$ cat config.mk
export PLATFORM = sky130hd
export DESIGN_NAME = wb_arbiter2
export DESIGN_NICKNAME = d
export VERILOG_FILES = /design/src/rtl/wb_arbiter2.sv
export SDC_FILE = /design/constraint.sdc
export NUM_CORES = 1
export LEC_CHECK = 0
export ABC_AREA = 1
export BUFFER_PORTS_ARGS = -buffer_cell sky130_fd_sc_hd__buf_2
export CAP_MARGIN = 20
export CORE_AREA = 4 4 121 123
export CTS_CLUSTER_SIZE = 8
export DETAILED_ROUTE_END_ITERATION = 12
export DIE_AREA = 0 0 125 127
export PLACE_DENSITY = 0.6
export SETUP_SLACK_MARGIN = 0.2
export SLEW_MARGIN = 20
export SYNTH_ARGS = -nofsm -noshare
export SYNTH_HDL_FRONTEND = slang
export SYNTH_SLANG_ARGS = --single-unit
$ cat constraint.sdc
create_clock -name clk -period 3.9 [get_ports clk]
set_input_delay 0 -clock clk [delete_from_list [all_inputs] [get_ports clk]]
set_output_delay 0 -clock clk [all_outputs]
set_load 0.01 [all_outputs]
$ cat src/rtl/wb_arbiter2.sv
// Two-master, one-slave Wishbone B4 classic arbiter with round-robin grant
// and a strobe watchdog that returns err to the owner on a stalled slave.
module wb_arbiter2 #(
    parameter int AW      = 32,
    parameter int DW      = 32,
    parameter int TIMEOUT = 255
) (
    input  logic            clk,
    input  logic            reset,
    input  logic [AW-1:0]   m0_addr,
    input  logic [DW-1:0]   m0_wdata,
    input  logic [DW/8-1:0] m0_sel,
    input  logic            m0_we,
    input  logic            m0_cyc,
    input  logic            m0_stb,
    output logic [DW-1:0]   m0_rdata,
    output logic            m0_ack,
    output logic            m0_err,
    input  logic [AW-1:0]   m1_addr,
    input  logic [DW-1:0]   m1_wdata,
    input  logic [DW/8-1:0] m1_sel,
    input  logic            m1_we,
    input  logic            m1_cyc,
    input  logic            m1_stb,
    output logic [DW-1:0]   m1_rdata,
    output logic            m1_ack,
    output logic            m1_err,
    output logic [AW-1:0]   s_addr,
    output logic [DW-1:0]   s_wdata,
    output logic [DW/8-1:0] s_sel,
    output logic            s_we,
    output logic            s_cyc,
    output logic            s_stb,
    input  logic [DW-1:0]   s_rdata,
    input  logic            s_ack,
    output logic [1:0]      grant
);

    localparam int CW = $clog2(TIMEOUT + 1);

    typedef enum logic [1:0] {
        IDLE = 2'b00,
        OWN0 = 2'b01,
        OWN1 = 2'b10
    } own_e;

    own_e          state_q;
    logic          last_q;
    logic [CW-1:0] cnt_q;

    logic own_cyc;
    logic own_stb;
    logic rearb;
    logic timeout;

    always_comb begin
        own_cyc  = 1'b0;
        own_stb  = 1'b0;
        s_addr   = '0;
        s_wdata  = '0;
        s_sel    = '0;
        s_we     = 1'b0;
        unique case (state_q)
            OWN0: begin
                own_cyc = m0_cyc;
                own_stb = m0_stb;
                s_addr  = m0_addr;
                s_wdata = m0_wdata;
                s_sel   = m0_sel;
                s_we    = m0_we;
            end
            OWN1: begin
                own_cyc = m1_cyc;
                own_stb = m1_stb;
                s_addr  = m1_addr;
                s_wdata = m1_wdata;
                s_sel   = m1_sel;
                s_we    = m1_we;
            end
            default: ;
        endcase
    end

    // Ack wins over a timeout landing in the same cycle.
    assign timeout = own_cyc & own_stb & ~s_ack
                   & (cnt_q == CW'(TIMEOUT - 1));
    assign rearb   = (state_q == IDLE) | ~own_cyc;

    assign s_cyc    = own_cyc;
    assign s_stb    = own_cyc & own_stb & ~timeout;
    assign grant    = state_q;
    assign m0_rdata = s_rdata;
    assign m1_rdata = s_rdata;
    assign m0_ack   = (state_q == OWN0) & own_cyc & s_ack;
    assign m1_ack   = (state_q == OWN1) & own_cyc & s_ack;
    assign m0_err   = (state_q == OWN0) & timeout;
    assign m1_err   = (state_q == OWN1) & timeout;

    always_ff @(posedge clk or negedge reset) begin
        if (!reset) begin
            state_q <= IDLE;
            last_q  <= 1'b1;
            cnt_q   <= '0;
        end else begin
            if (rearb) begin
                if (m0_cyc && m1_cyc) begin
                    state_q <= last_q ? OWN0 : OWN1;
                    last_q  <= ~last_q;
                end else if (m0_cyc) begin
                    state_q <= OWN0;
                end else if (m1_cyc) begin
                    state_q <= OWN1;
                end else begin
                    state_q <= IDLE;
                end
            end
            // An owner change implies the old owner's cyc is low, so
            // the strobe term below also covers that clear.
            if (!(own_cyc && own_stb) || s_ack || timeout) begin
                cnt_q <= '0;
            end else begin
                cnt_q <= cnt_q + CW'(1);
            end
        end
    end

endmodule
==> summary.json <==
{
  "outcome": {
    "outcome": "completed"
  },
  "global_routing": {
    "first_global_vias": 2639,
    "maximum_number_of_pins_on_one_net_before_global_route_repair": 70,
    "top_usage_layer": "met2",
    "globalRouteMet3Util_pct": 5.853,
    "groute.layer.met2.usage_pct": 18.95,
    "grt_antenna_before_repair": 2,
    "grt_overflow_total": 0,
    "grt_use_total_pct": 11.56,
    "grt_first_pass_wirelength_um": 14920,
    "globalRouteMet1Util_pct": 14.05
  },
  "place": {
    "postPlaceCellArea_um2": 2929,
    "place.port_buffers": 221,
    "gp_congestion": 0.7815,
    "dp_hpwl_um": 8331
  },
  "clocking": {
    "cts_tree": "built",
    "number_of_hold_repair_buffers_added_at_the_cts_stage": 1,
    "cts_post_setup_buffers_inserted": 0,
    "cts-htree-levels": 1,
    "clock_slew_at_the_register_clock_pins_of_the_worst_setup_and_hold_paths_ps": 40,
    "clock_sinks": 11,
    "clock_buffer_count_from_cts": 3,
    "cts.root.buffer_cell": "sky130_fd_sc_hd__clkbuf_16",
    "insertion_delay_ps": 240,
    "post_cts_resized": 0,
    "cts_max_path_buffers": 2
  },
  "hold_path": {
    "worst_hold_path_type": "in2out"
  },
  "logic_synthesis": {
    "synth-seq-area-share_pct": 12.77,
    "synth.top_cells.by_count": "166 x sky130_fd_sc_hd__nand2_1, 70 x sky130_fd_sc_hd__a21oi_1, 65 x sky130_fd_sc_hd__buf_4",
    "synth_area_leader_cell": "sky130_fd_sc_hd__nand2_1",
    "synthTopCellsByArea": "sky130_fd_sc_hd__nand2_1 29%, sky130_fd_sc_hd__buf_4 23%, sky130_fd_sc_hd__a21oi_1 16%",
    "synth_fp_nets": 574,
    "synthArstFlopShare_pct": 100.0,
    "synthesis.area_um2": 2166,
    "postSynthCellCount": 392,
    "ys_seq_elements": 11,
    "syn_avg_cell_area_um2": 5.525,
    "synth.lib_cells_used.distinct": 21,
    "netlist.area_leader.share_pct": 28.77,
    "count_of_flip_flops_with_a_built_in_enable_after_synthesis": 0,
    "cell_with_the_most_instances_after_synthesis": "sky130_fd_sc_hd__nand2_1",
    "synthesis.yosys.warnings": 0,
    "dominantRegCellSynth": "sky130_fd_sc_hd__dfrtp_1"
  },
  "sta": {
    "report.final.hold_viol_count": 0,
    "final_period_minus_worst_setup_slack_ps": 2359,
    "finalMaxSlewViolations": 0,
    "unrepaired_setup_endpoints_after_global_routing": "false",
    "timing.fmax_ghz": 0.4240,
    "setup_tns_ps": 0,
    "max_slew.worst_pin.slew_ps": 777.5,
    "min_period_over_period_pct": 60.48,
    "setup-violations-final": 0,
    "timing.slew.headroom_pct": 48.17,
    "clock-skew-final_ps": 2.238
  },
  "layout": {
    "syn_to_final_growth_pct": 39.34,
    "drive_gt1_share_pct": 43.90,
    "num-nets-final": 716,
    "num_antenna_cells": 0,
    "final_area_um2": 3018
  },
  "route": {
    "via_per_inst": 3.938,
    "vias": 2808,
    "remaining_drc_errors": 0,
    "antenna_violating_nets_post_route": 0,
    "drt_wl_total_um": 10160,
    "drtPass1Iterations": 4,
    "routed_wire_length_per_instance_um": 14.26,
    "drt-initial-drc-count": 104
  },
  "floorplanning": {
    "floorplan.die_area_um2": 15880,
    "die_h_um": 127,
    "chipWidth_um": 125,
    "ioPinCount": 318,
    "coreArea_um2": 13670,
    "floorplan.rows": 43,
    "initial_core_util_pct": 15.85
  },
  "worst_setup_path": {
    "timing.setup.critical_path_class": "reg2out",
    "cp.arrival_ps": 2360,
    "worst-path-max-fanout": 40,
    "crit_path_start_kind": "flip-flop",
    "setup.reg_to_reg.worst_slack_ps": 1900,
    "required_ps": 3900,
    "endpoint_kind": "output pin"
  },
  "power_and_ir_drop": {
    "power.density_nw_per_um2": 324.2,
    "power.ir.vdd_worst_mv": 0.2386,
    "leakage_nw": 1.627
  },
  "flow_run": {
    "drv_cap": 0
  }
}
## sequential cells by signal (all words and copies together), names as in the netlist
| register | flops |
|---|---|
| cnt_q | 8 |
| grant | 2 |
| last_q | 1 |
## cells in the final DEF, fill, tap and decap left out
cell	n
sky130_fd_sc_hd__inv_4	1
sky130_fd_sc_hd__dlygate4sd3_1	1
sky130_fd_sc_hd__buf_4	2
sky130_fd_sc_hd__clkbuf_1	1
sky130_fd_sc_hd__nand2_1	166
sky130_fd_sc_hd__nor2_1	18
sky130_fd_sc_hd__dfrtp_1	10
sky130_fd_sc_hd__xnor2_1	1
sky130_fd_sc_hd__dfstp_2	1
sky130_fd_sc_hd__o21a_1	1
sky130_fd_sc_hd__ha_2	2
sky130_fd_sc_hd__a21oi_1	70
sky130_fd_sc_hd__o21ai_0	1
sky130_fd_sc_hd__ha_1	3
sky130_fd_sc_hd__o21bai_1	1
sky130_fd_sc_hd__nand3b_1	1
sky130_fd_sc_hd__inv_1	15
sky130_fd_sc_hd__nand3_1	8
sky130_fd_sc_hd__xor2_1	2
sky130_fd_sc_hd__clkbuf_16	3
sky130_fd_sc_hd__buf_2	221
sky130_fd_sc_hd__nand3_4	1
sky130_fd_sc_hd__nand2_2	2
sky130_fd_sc_hd__nor2_4	1
## cell families after synthesis
family | Yosys count | share of synthesized area, %
fa+ha+maj | 5 | 2.889
xor+xnor | 3 | 1.213
compound gates | 73 | 17.10
simple gates | 197 | 35.99
buf+inv | 103 | 30.04
flops | 11 | 12.77
## critical path, stage by stage, from the launching register on
cell and delay [ps]:
sky130_fd_sc_hd__dfrtp_1 390, sky130_fd_sc_hd__inv_1 110, sky130_fd_sc_hd__ha_2 690, sky130_fd_sc_hd__buf_4 460, sky130_fd_sc_hd__nand2_1 110, sky130_fd_sc_hd__a21oi_1 170
sky130_fd_sc_hd__buf_2 180
## per-stage QoR
| step | utilization, % | hold WS, ps | total power [W] | setup WS (ps) | std cells |
|---|---|---|---|---|---|
| 5_1_grt | 22.08 | 0.09707 | 0.001074 | 1319 | 713 |
| 3_5_place_dp | 21.43 | -117.2 | 0.0008060 | 1735 | 708 |
| 6_report | 22.08 | 0.01107 | 0.0009783 | 1541 | 713 |
| 4_1_cts | 22.08 | 0.1003 | 0.001005 | 1463 | 713 |
| 3_3_place_gp | 21.42 | -116.5 | 0.0008045 | 1739 | 708 |
| 2_1_floorplan | - | -295.6 | 0.0005874 | 2499 | 392 |
## final timing paths
check                             from            to  depth (start not counted)
hold / removal             s_rdata[17]  m1_rdata[17]                          0
min in group asynchronous        reset      cnt_q[5]                          2
setup / recovery              grant[0]   s_wdata[20]                          6
setup reg to reg              grant[0]      cnt_q[7]                          8
max in group asynchronous        reset        last_q                          2
hold reg to reg                 last_q        last_q                          2
## per-layer routing
layer | up-vias | wire, µm
met5 | - | 21
met4 | 4 | 66
li1 | 1445 | -
met3 | 9 | 1319
met1 | 1151 | 3947
met2 | 199 | 4809
## where the power goes
part           leakage, nW  internal [W]  switching (W)
clock               0.0382      0.000137      0.0000502
combinational         1.44      0.000232       0.000428
sequential           0.147      0.000125     0.00000625
total                 1.63      0.000494       0.000485
## final cells by class
class / instances / area, µm²
repair buffers: 224 / 1131
clock buffers: 4 / 78.83
well taps: 180 / 225.2
multi-input cells: 278 / 1244
fillers: 1591 / 10650
inverters: 16 / 62.56
flip-flops and latches: 11 / 276.5
Note: power is estimated with default switching activity, not from simulation.
